## src/rtl/riscv_core_dpath_vector_wb_seq_pkg.sv

```systemverilog
// riscv_core_dpath_vector_wb_seq_pkg: shared lane count, VLMAX and FSM encoding for the vector writeback sequencer
package riscv_CoreVectorPkg;
    localparam int LANES = 4;
    localparam int VLMAX = 64;
    localparam logic ST_IDLE = 1'b0;
    localparam logic ST_FILL = 1'b1;
    function automatic logic [6:0] eff_vl(input logic [6:0] vl);
        return (vl > 7'(VLMAX)) ? 7'(VLMAX) : vl;
    endfunction
endpackage

```

## src/rtl/riscv_core_dpath_vector_wb_seq.sv

```systemverilog
// riscv_core_dpath_vector_wb_seq: packs in-order result elements into 4-lane groups and issues one regfile write per group
// Ports: cmd_* accepts a writeback command (vd, vl, inter); elem_* streams result elements;
// kill aborts the active command; v_*_p / v_lanes / v_winter form the registered write; done pulses on completion.
module riscv_core_dpath_vector_wb_seq
    import riscv_CoreVectorPkg::*;
(
    input  logic         clk,
    input  logic         reset_n,
    input  logic         cmd_val,
    output logic         cmd_rdy,
    input  logic [4:0]   cmd_vd,
    input  logic [6:0]   cmd_vl,
    input  logic         cmd_inter,
    input  logic         elem_val,
    output logic         elem_rdy,
    input  logic [31:0]  elem_data,
    input  logic         kill,
    output logic         v_wen_p,
    output logic [4:0]   v_waddr_p,
    output logic [5:0]   v_widx_p,
    output logic [127:0] v_wdata_p,
    output logic [1:0]   v_lanes,
    output logic         v_winter,
    output logic         done
);
    logic                   state_q, state_d;
    logic [4:0]             vd_q, vd_d;
    logic                   inter_q, inter_d;
    logic [6:0]             vl_q, vl_d;
    logic [6:0]             cnt_q, cnt_d;
    logic [LANES-1:0][31:0] buf_q, buf_d;
    logic                   wen_q, wen_d;
    logic [4:0]             waddr_q, waddr_d;
    logic [5:0]             widx_q, widx_d;
    logic [127:0]           wdata_q, wdata_d;
    logic [1:0]             lanes_q, lanes_d;
    logic                   winter_q, winter_d;
    logic                   done_q, done_d;
    logic [1:0]             lane;
    logic [6:0]             cnt_inc, vl_eff;
    logic                   last, close;
    always_comb begin
        state_d  = state_q;
        vd_d     = vd_q;
        inter_d  = inter_q;
        vl_d     = vl_q;
        cnt_d    = cnt_q;
        buf_d    = buf_q;
        wen_d    = 1'b0;
        waddr_d  = waddr_q;
        widx_d   = widx_q;
        wdata_d  = wdata_q;
        lanes_d  = lanes_q;
        winter_d = winter_q;
        done_d   = 1'b0;
        lane     = cnt_q[1:0];
        cnt_inc  = cnt_q + 7'd1;
        vl_eff   = eff_vl(cmd_vl);
        last     = cnt_inc == vl_q;
        close    = (lane == 2'd3) || last;
        if (state_q == ST_IDLE) begin
            if (cmd_val) begin
                vd_d    = cmd_vd;
                inter_d = cmd_inter;
                vl_d    = vl_eff;
                cnt_d   = '0;
                buf_d   = '0;
                state_d = (vl_eff == 7'd0) ? ST_IDLE : ST_FILL;
                done_d  = vl_eff == 7'd0;
            end
        end else if (kill) begin
            state_d = ST_IDLE;
            cnt_d   = '0;
            buf_d   = '0;
        end else if (elem_val) begin
            cnt_d       = cnt_inc;
            buf_d[lane] = elem_data;
            if (close) begin
                wen_d    = 1'b1;
                waddr_d  = vd_q;
                winter_d = inter_q;
                widx_d   = {cnt_q[5:2], 2'b00};
                lanes_d  = lane;
                for (int k = 0; k < LANES; k++)
                    wdata_d[32*k +: 32] = (k <= int'(lane)) ? buf_d[k] : 32'd0;
                buf_d    = '0;
                state_d  = last ? ST_IDLE : ST_FILL;
                done_d   = last;
            end
        end
    end
    always_ff @(posedge clk or negedge reset_n) begin
        if (!reset_n) begin
            state_q  <= ST_IDLE;
            vd_q     <= '0;
            inter_q  <= 1'b0;
            vl_q     <= '0;
            cnt_q    <= '0;
            buf_q    <= '0;
            wen_q    <= 1'b0;
            waddr_q  <= '0;
            widx_q   <= '0;
            wdata_q  <= '0;
            lanes_q  <= '0;
            winter_q <= 1'b0;
            done_q   <= 1'b0;
        end else begin
            state_q  <= state_d;
            vd_q     <= vd_d;
            inter_q  <= inter_d;
            vl_q     <= vl_d;
            cnt_q    <= cnt_d;
            buf_q    <= buf_d;
            wen_q    <= wen_d;
            waddr_q  <= waddr_d;
            widx_q   <= widx_d;
            wdata_q  <= wdata_d;
            lanes_q  <= lanes_d;
            winter_q <= winter_d;
            done_q   <= done_d;
        end
    end
    assign cmd_rdy   = state_q == ST_IDLE;
    assign elem_rdy  = state_q == ST_FILL;
    assign v_wen_p   = wen_q;
    assign v_waddr_p = waddr_q;
    assign v_widx_p  = widx_q;
    assign v_wdata_p = wdata_q;
    assign v_lanes   = lanes_q;
    assign v_winter  = winter_q;
    assign done      = done_q;
endmodule

```

## config.mk

```make
export PLATFORM = sky130hd
export DESIGN_NAME = riscv_core_dpath_vector_wb_seq
export DESIGN_NICKNAME = d
export VERILOG_FILES = /design/src/rtl/riscv_core_dpath_vector_wb_seq_pkg.sv /design/src/rtl/riscv_core_dpath_vector_wb_seq.sv
export SDC_FILE = /design/constraint.sdc
export NUM_CORES = 1
export LEC_CHECK = 0
export BUFFER_PORTS_ARGS = -buffer_cell sky130_fd_sc_hd__buf_2
export CELL_PAD_IN_SITES_DETAIL_PLACEMENT = 1
export CELL_PAD_IN_SITES_GLOBAL_PLACEMENT = 1
export CORE_ASPECT_RATIO = 1.25
export CORE_UTILIZATION = 30
export DETAILED_ROUTE_END_ITERATION = 7
export PLACE_DENSITY = 0.69
export SYNTH_ARGS = -nofsm -noshare
export SYNTH_HDL_FRONTEND = slang
export SYNTH_SLANG_ARGS = --single-unit
```

## constraint.sdc

```tcl
create_clock -name clk -period 2.77 [get_ports clk]
set_input_delay 0.6925 -clock clk [delete_from_list [all_inputs] [get_ports clk]]
set_output_delay 0.6925 -clock clk [all_outputs]
set_load 0.02 [all_outputs]
```

## After elaboration in Yosys (flattened, before gate mapping)

Index checks and enable logic that the tools add are counted.

| operators by class | value |
|---|---|
| equality and inequality tests | 3 |
| reductions and logical operators | 7 |
| order comparisons | 6 |
| multiplexer cells | 32 |
| bitwise logic cells | 2 |
| add/subtract/negate cells | 1 |

Operators with widths:

| kind | number |
|---|---|
| two-way mux 128 bit | 5 |
| bitwise mux 128 bit | 1 |
| two-way mux 32 bit | 4 |
| demux 32 bit (select 2 bit) | 1 |
| two-way mux 7 bit | 5 |
| two-way mux 1 bit | 16 |
| adder 7 x 1 -> 7 bit (second input constant) | 1 |
| == test 7 bit | 1 |
| greater-than comparator 7 bit (second input constant) | 1 |
| logical NOT 7 bit | 1 |
| less-or-equal comparator 2 bit (first input constant) | 2 |
| AND reduction 2 bit | 2 |
| AND reduction 4 bit | 1 |
| < comparator 2 x 3 -> 1 bit (second input constant) | 1 |
| inequality test 3 bit (second input constant) | 1 |
| == test 2 bit (second input constant) | 1 |
| greater-or-equal comparator 2 x 1 -> 1 bit (second input constant) | 1 |
| less-or-equal comparator 1 x 2 -> 1 bit (first input constant) | 1 |
| inverter 1 bit | 2 |
| nonzero test 2 bit | 1 |
| logical AND 1 bit | 1 |
| logical OR 1 bit | 1 |

| word-level totals | value |
|---|---|
| register bits after elaboration | 291 |
| input bits | 50 |
| logic and storage cells | 67 |

## Depth between registers and ports, before layout

| depth | value |
|---|---|
| depth after elaboration | 9 |
| mapped depth | 11 |
| gate-level depth less buffers | 9 |

## Least setup slack after synthesis

No wires, ideal clock.

| timing | value |
|---|---|
| kind | reg-to-reg |
| from | register cnt_q[0] |
| to | register wdata_q[78], in the netlist v_wdata_p[78] |
| cell stages (with the launch flop) | 12 |
| buffers on the path | 3 |
| required time | 2643 ps |
| arrival time | 2443 ps |
| setup slack | 200 ps |
| period minus slack after synthesis | 2570 ps |
| cell sequence | dfrtp_1 > ha_1 > buf_2 > nand3_1 > or3_1 > nand4_1 > nor3_2 > o21ai_4 > inv_2 > buf_2 > buf_6 > mux2_1 |

| between the ends | value |
|---|---|
| word-level cells in the longest chain between the ends | 6 |
| elaborated cells on any way between the ends | 13 |
| those cells by class | add/sub: 1; order compare: 3; eq/ne: 2; mux: 4; reduce/logical: 3 |

RTL lines:

| element | line | RTL |
|---|---|---|
| from (decl) | riscv_core_dpath_vector_wb_seq.sv:30 | `logic [6:0] cnt_q, cnt_d;` |
| from (signal assigned) | riscv_core_dpath_vector_wb_seq.sv:112 | `cnt_q <= cnt_d;` |
| branches (longest 6 deep; another with adder 7 x 1 -> 7 bit) | - |  |
| to (signal assigned) | riscv_core_dpath_vector_wb_seq.sv:117 | `wdata_q <= wdata_d;` |
| to (decl) | riscv_core_dpath_vector_wb_seq.sv:35 | `logic [127:0] wdata_q, wdata_d;` |

Several ways; the timed one is not identified.
A chain may end at the register's enable or synchronous reset.

## Worst setup path in the final report

| timing | value |
|---|---|
| from | register cnt_q[1] |
| to | register wdata_q[74], in the netlist v_wdata_p[74] |

The elaborated chain is that of the path after synthesis.

==> flow_summary.ini <==
[worst_setup_path]
reg2reg_slack_ns = 0.11
ff2ff_path_depth = 10
required_ns = 3.19
critPathLaunchType = flop
cp.arrival_ns = 3.08
cp_cell_sequence = inv_1 > ha_4 > xor2_1 > nor2_1 > nand4_1 > nor3_4 > o21ai_4 > inv_6 > buf_12 > mux2_2
endpoint_kind = flop
worstSetupPathType = flop to flop
worstPathMaxFanout = 30
cpPeakStageDelay_ns = 0.44
crit_slowest_cell = dfrtp_2

[routing]
routed_wl_mm = 31.4
drc = 0
via_per_inst = 5.03
drtIter0Drc = 264
post_drt_wl_per_cell_um = 21.0
drtAntennaViolNets = 0
drt-pass1-iter-count = 4
vias = 7535

[yosys]
ys_seq_area_share_pct = 59.3
synth_compound_area_share_pct = 14.5
synth_edf_count = 0
synth_area_leaders = dfrtp_1 (59%), mux2_2 (13%), a22o_1 (12%), mux2i_1 (2.9%), mux2_1 (2.0%)
synthSimpleGateAreaFrac_pct = 3.91
post_synth.cell_area_avg_um2 = 13.6
synth_top_family_by_area = multiplexers
syn_area_mm2 = 0.0109
yosysTopAreaCell = dfrtp_1
yosysWarningCount = 0
synth_ff_type = dfrtp_1
async_flop_share_pct = 100
netlist_instances = 801
synth_cell_type_count = 42
synth_fa_ha_area_share_pct = 0.458
synth_xor_area_share_pct = 0.802
synth.top_cell.area_share_pct = 59.3
synthMuxAreaShare_pct = 18.1
ys_ff_latch = 259

[die]
fp.coreArea_mm2 = 0.0356
dieWidth_um = 173
die_h_um = 215
io-pin-count = 196
row_count = 77
initial_core_util_pct = 30.6
die_area_mm2 = 0.0372

[placed_design]
placed_area_mm2 = 0.0128
dp_cells = 1446
port_buffers = 193
hpwl_mm = 20.8
gp_congestion = 0.760

[power_and_ir_drop]
p_leak_uw = 0.00692
powerDensity_mw_per_mm2 = 773
ir_worst_vdd_mv = 0.572

[cells_and_area]
fin_nets = 1060
drive_above_1_share_pct = 41.4
diodes = 0
fin_util_pct = 38.7
stdcell_count = 1499
stdcell_area_mm2 = 0.0138
area_growth_pct = 26.4

[clock_tree]
numCtsBuffers = 28
root_buffer = clkbuf_16
clock-sinks = 259
clk_pin_slew_ns = 0.06
cts_tree = built
clk_latency_ns = 0.55
cts_buffer_depth = 3
htree_levels = 1

[sta]
tightest_slew_ns = 0.788
hold_violations = 0
clock-skew-final_ns = 0.0148
min_period_over_period_pct = 96.1
max-slew-margin-rel_pct = 47.5
finalSetupViolCount = 0
maxSlewViolCount = 0
max_clock_freq_mhz = 376
fin_crit_ns = 2.66

[global_route]
grt_pass1_vias = 8148
grt_pass1_wl_mm = 50.1
antenna_found_initial = 0
grt.total_usage_pct = 17.2
overflow = 0
grt_max_degree = 58

[min_path]
min_path_type = primary input to asynchronous set/reset pin

[run]
cap_viol_max_count = 0

[status]
status = completed
-- cell usage in the layout (no fill, tap or decap), drive strengths merged, types with 2 or more instances in the layout --
cell,instances
nand3,2
a32o,3
inv,4
a22o,154
mux2,147
xnor2,5
xor2,5
o21ai,19
o31ai,4
clkinv,2
bufinv,3
dfrtp,259
buf,235
nor2b,2
nand2,27
nand2b,6
conb,2
mux2i,32
nor3b,4
nor2,41
clkbuf,45
nor3,3
o41ai,3
ha,4
and2,2
a21oi,2
-- worst paths after layout --
path	startpoint	endpoint
min in group clk	cmd_vd[4]	vd_q[4]$_DFFE_PN0P_
max in group asynchronous	reset_n	v_wdata_p[11]$_DFFE_PN0P_
min	reset_n	v_wdata_p[120]$_DFFE_PN0P_
min reg2reg	v_wdata_p[80]$_DFFE_PN0P_	v_wdata_p[80]$_DFFE_PN0P_
max reg2reg	cnt_q[1]$_DFFE_PN0P_	v_wdata_p[74]$_DFFE_PN0P_
max	cnt_q[1]$_DFFE_PN0P_	v_wdata_p[74]$_DFFE_PN0P_
-- worst max-delay path, delay by kind of cell (launching register included) --
kind                     cells  cell delay, ns
buffers and inverters        3            0.52
XOR/XNOR                     1            0.15
adder cells (fa/ha/maj)      1            0.22
AND/OR/NAND/NOR              3            0.67
multiplexers                 1            0.37
flip-flops                   1            0.44
AO/OA/AOI/OAI                1            0.12
-- report_power, final --
group / total (uW) / switching, uW / leakage [uW] / internal (uW)
sequential: 4470 / 252 / 0.00356 / 4220
combinational: 2290 / 1360 / 0.00289 / 938
clock: 3910 / 1510 / 0.000473 / 2390
-- through the flow --
stage / worst slack [ns] / TNS (ns) / power [uW] / hold slack [ns]
2_1_floorplan: 0.200 / 0 / 5820 / 0.397
3_3_place_gp: 0.169 / 0 / 6780 / 0.455
3_5_place_dp: 0.0224 / 0 / 6840 / 0.470
4_1_cts: -0.00177 / -0.00177 / 10800 / 0.0774
5_1_grt: -0.0108 / -0.0181 / 11200 / 0.0881
6_report: 0.109 / 0 / 10700 / 0.0789
-- per-layer routing --
metal | GRT usage (%) | up-vias | share of wire (%)
li1 | - | 3369 | -
met1 | 22.5 | 3972 | 45
met2 | 29.1 | 153 | 49
met3 | 2.97 | 41 | 4.0
met4 | 4.69 | 0 | 2.1
met5 | 0 | - | 0
-- cell usage after synthesis, types with 2 or more instances --
library cell,number
a21oi_1,2
a22o_1,154
a32o_1,3
and2_1,2
buf_1,3
buf_2,27
buf_4,2
buf_6,3
clkbuf_1,27
dfrtp_1,259
ha_1,4
inv_1,3
mux2_1,19
mux2_2,128
mux2i_1,32
nand2_1,27
nand2b_1,6
nand3_1,2
nor2_1,41
nor2b_1,2
nor3_1,2
nor3b_1,2
nor3b_2,2
o21ai_0,18
o31ai_1,4
o41ai_1,3
xnor2_1,5
xor2_1,5
-- state kept, by name, indices dropped and copies added (netlist names) --
name and cells:
inter_q 1, vd_q 5, v_waddr_p 5, v_wdata_p 128, vl_q 7, done 1, v_winter 1, v_wen_p 1
elem_rdy 1, v_lanes 2, v_widx_p 4, cnt_q 7, buf_q 96
-- cell type report --
cell class | instances | area (um^2)
fillers | 3803 | 21800
flip-flops and latches | 259 | 6480
clock inverters | 5 | 100
multi-input cells | 477 | 4230
well taps | 474 | 593
inverters | 4 | 20.0
repair buffers | 236 | 1520
clock buffers | 44 | 862
-- cells by family after synthesis --
family / after synthesis
fa+ha+maj: 4
xor+xnor: 10
compound gates: 189
simple gates: 93
mux: 179
buf+inv: 66
flops: 259
other cells: 1
-- what timing repair did --
action / in CTS / in global routing
gates resized for setup: 0 / 5
endpoints found under the setup margin: 3 / 172
buffers inserted: 0 / 3
gates cloned: 0 / 1
hold buffers: 0 / 0
pin swaps: 1 / 3
Note: power is estimated with default switching activity, not from simulation.
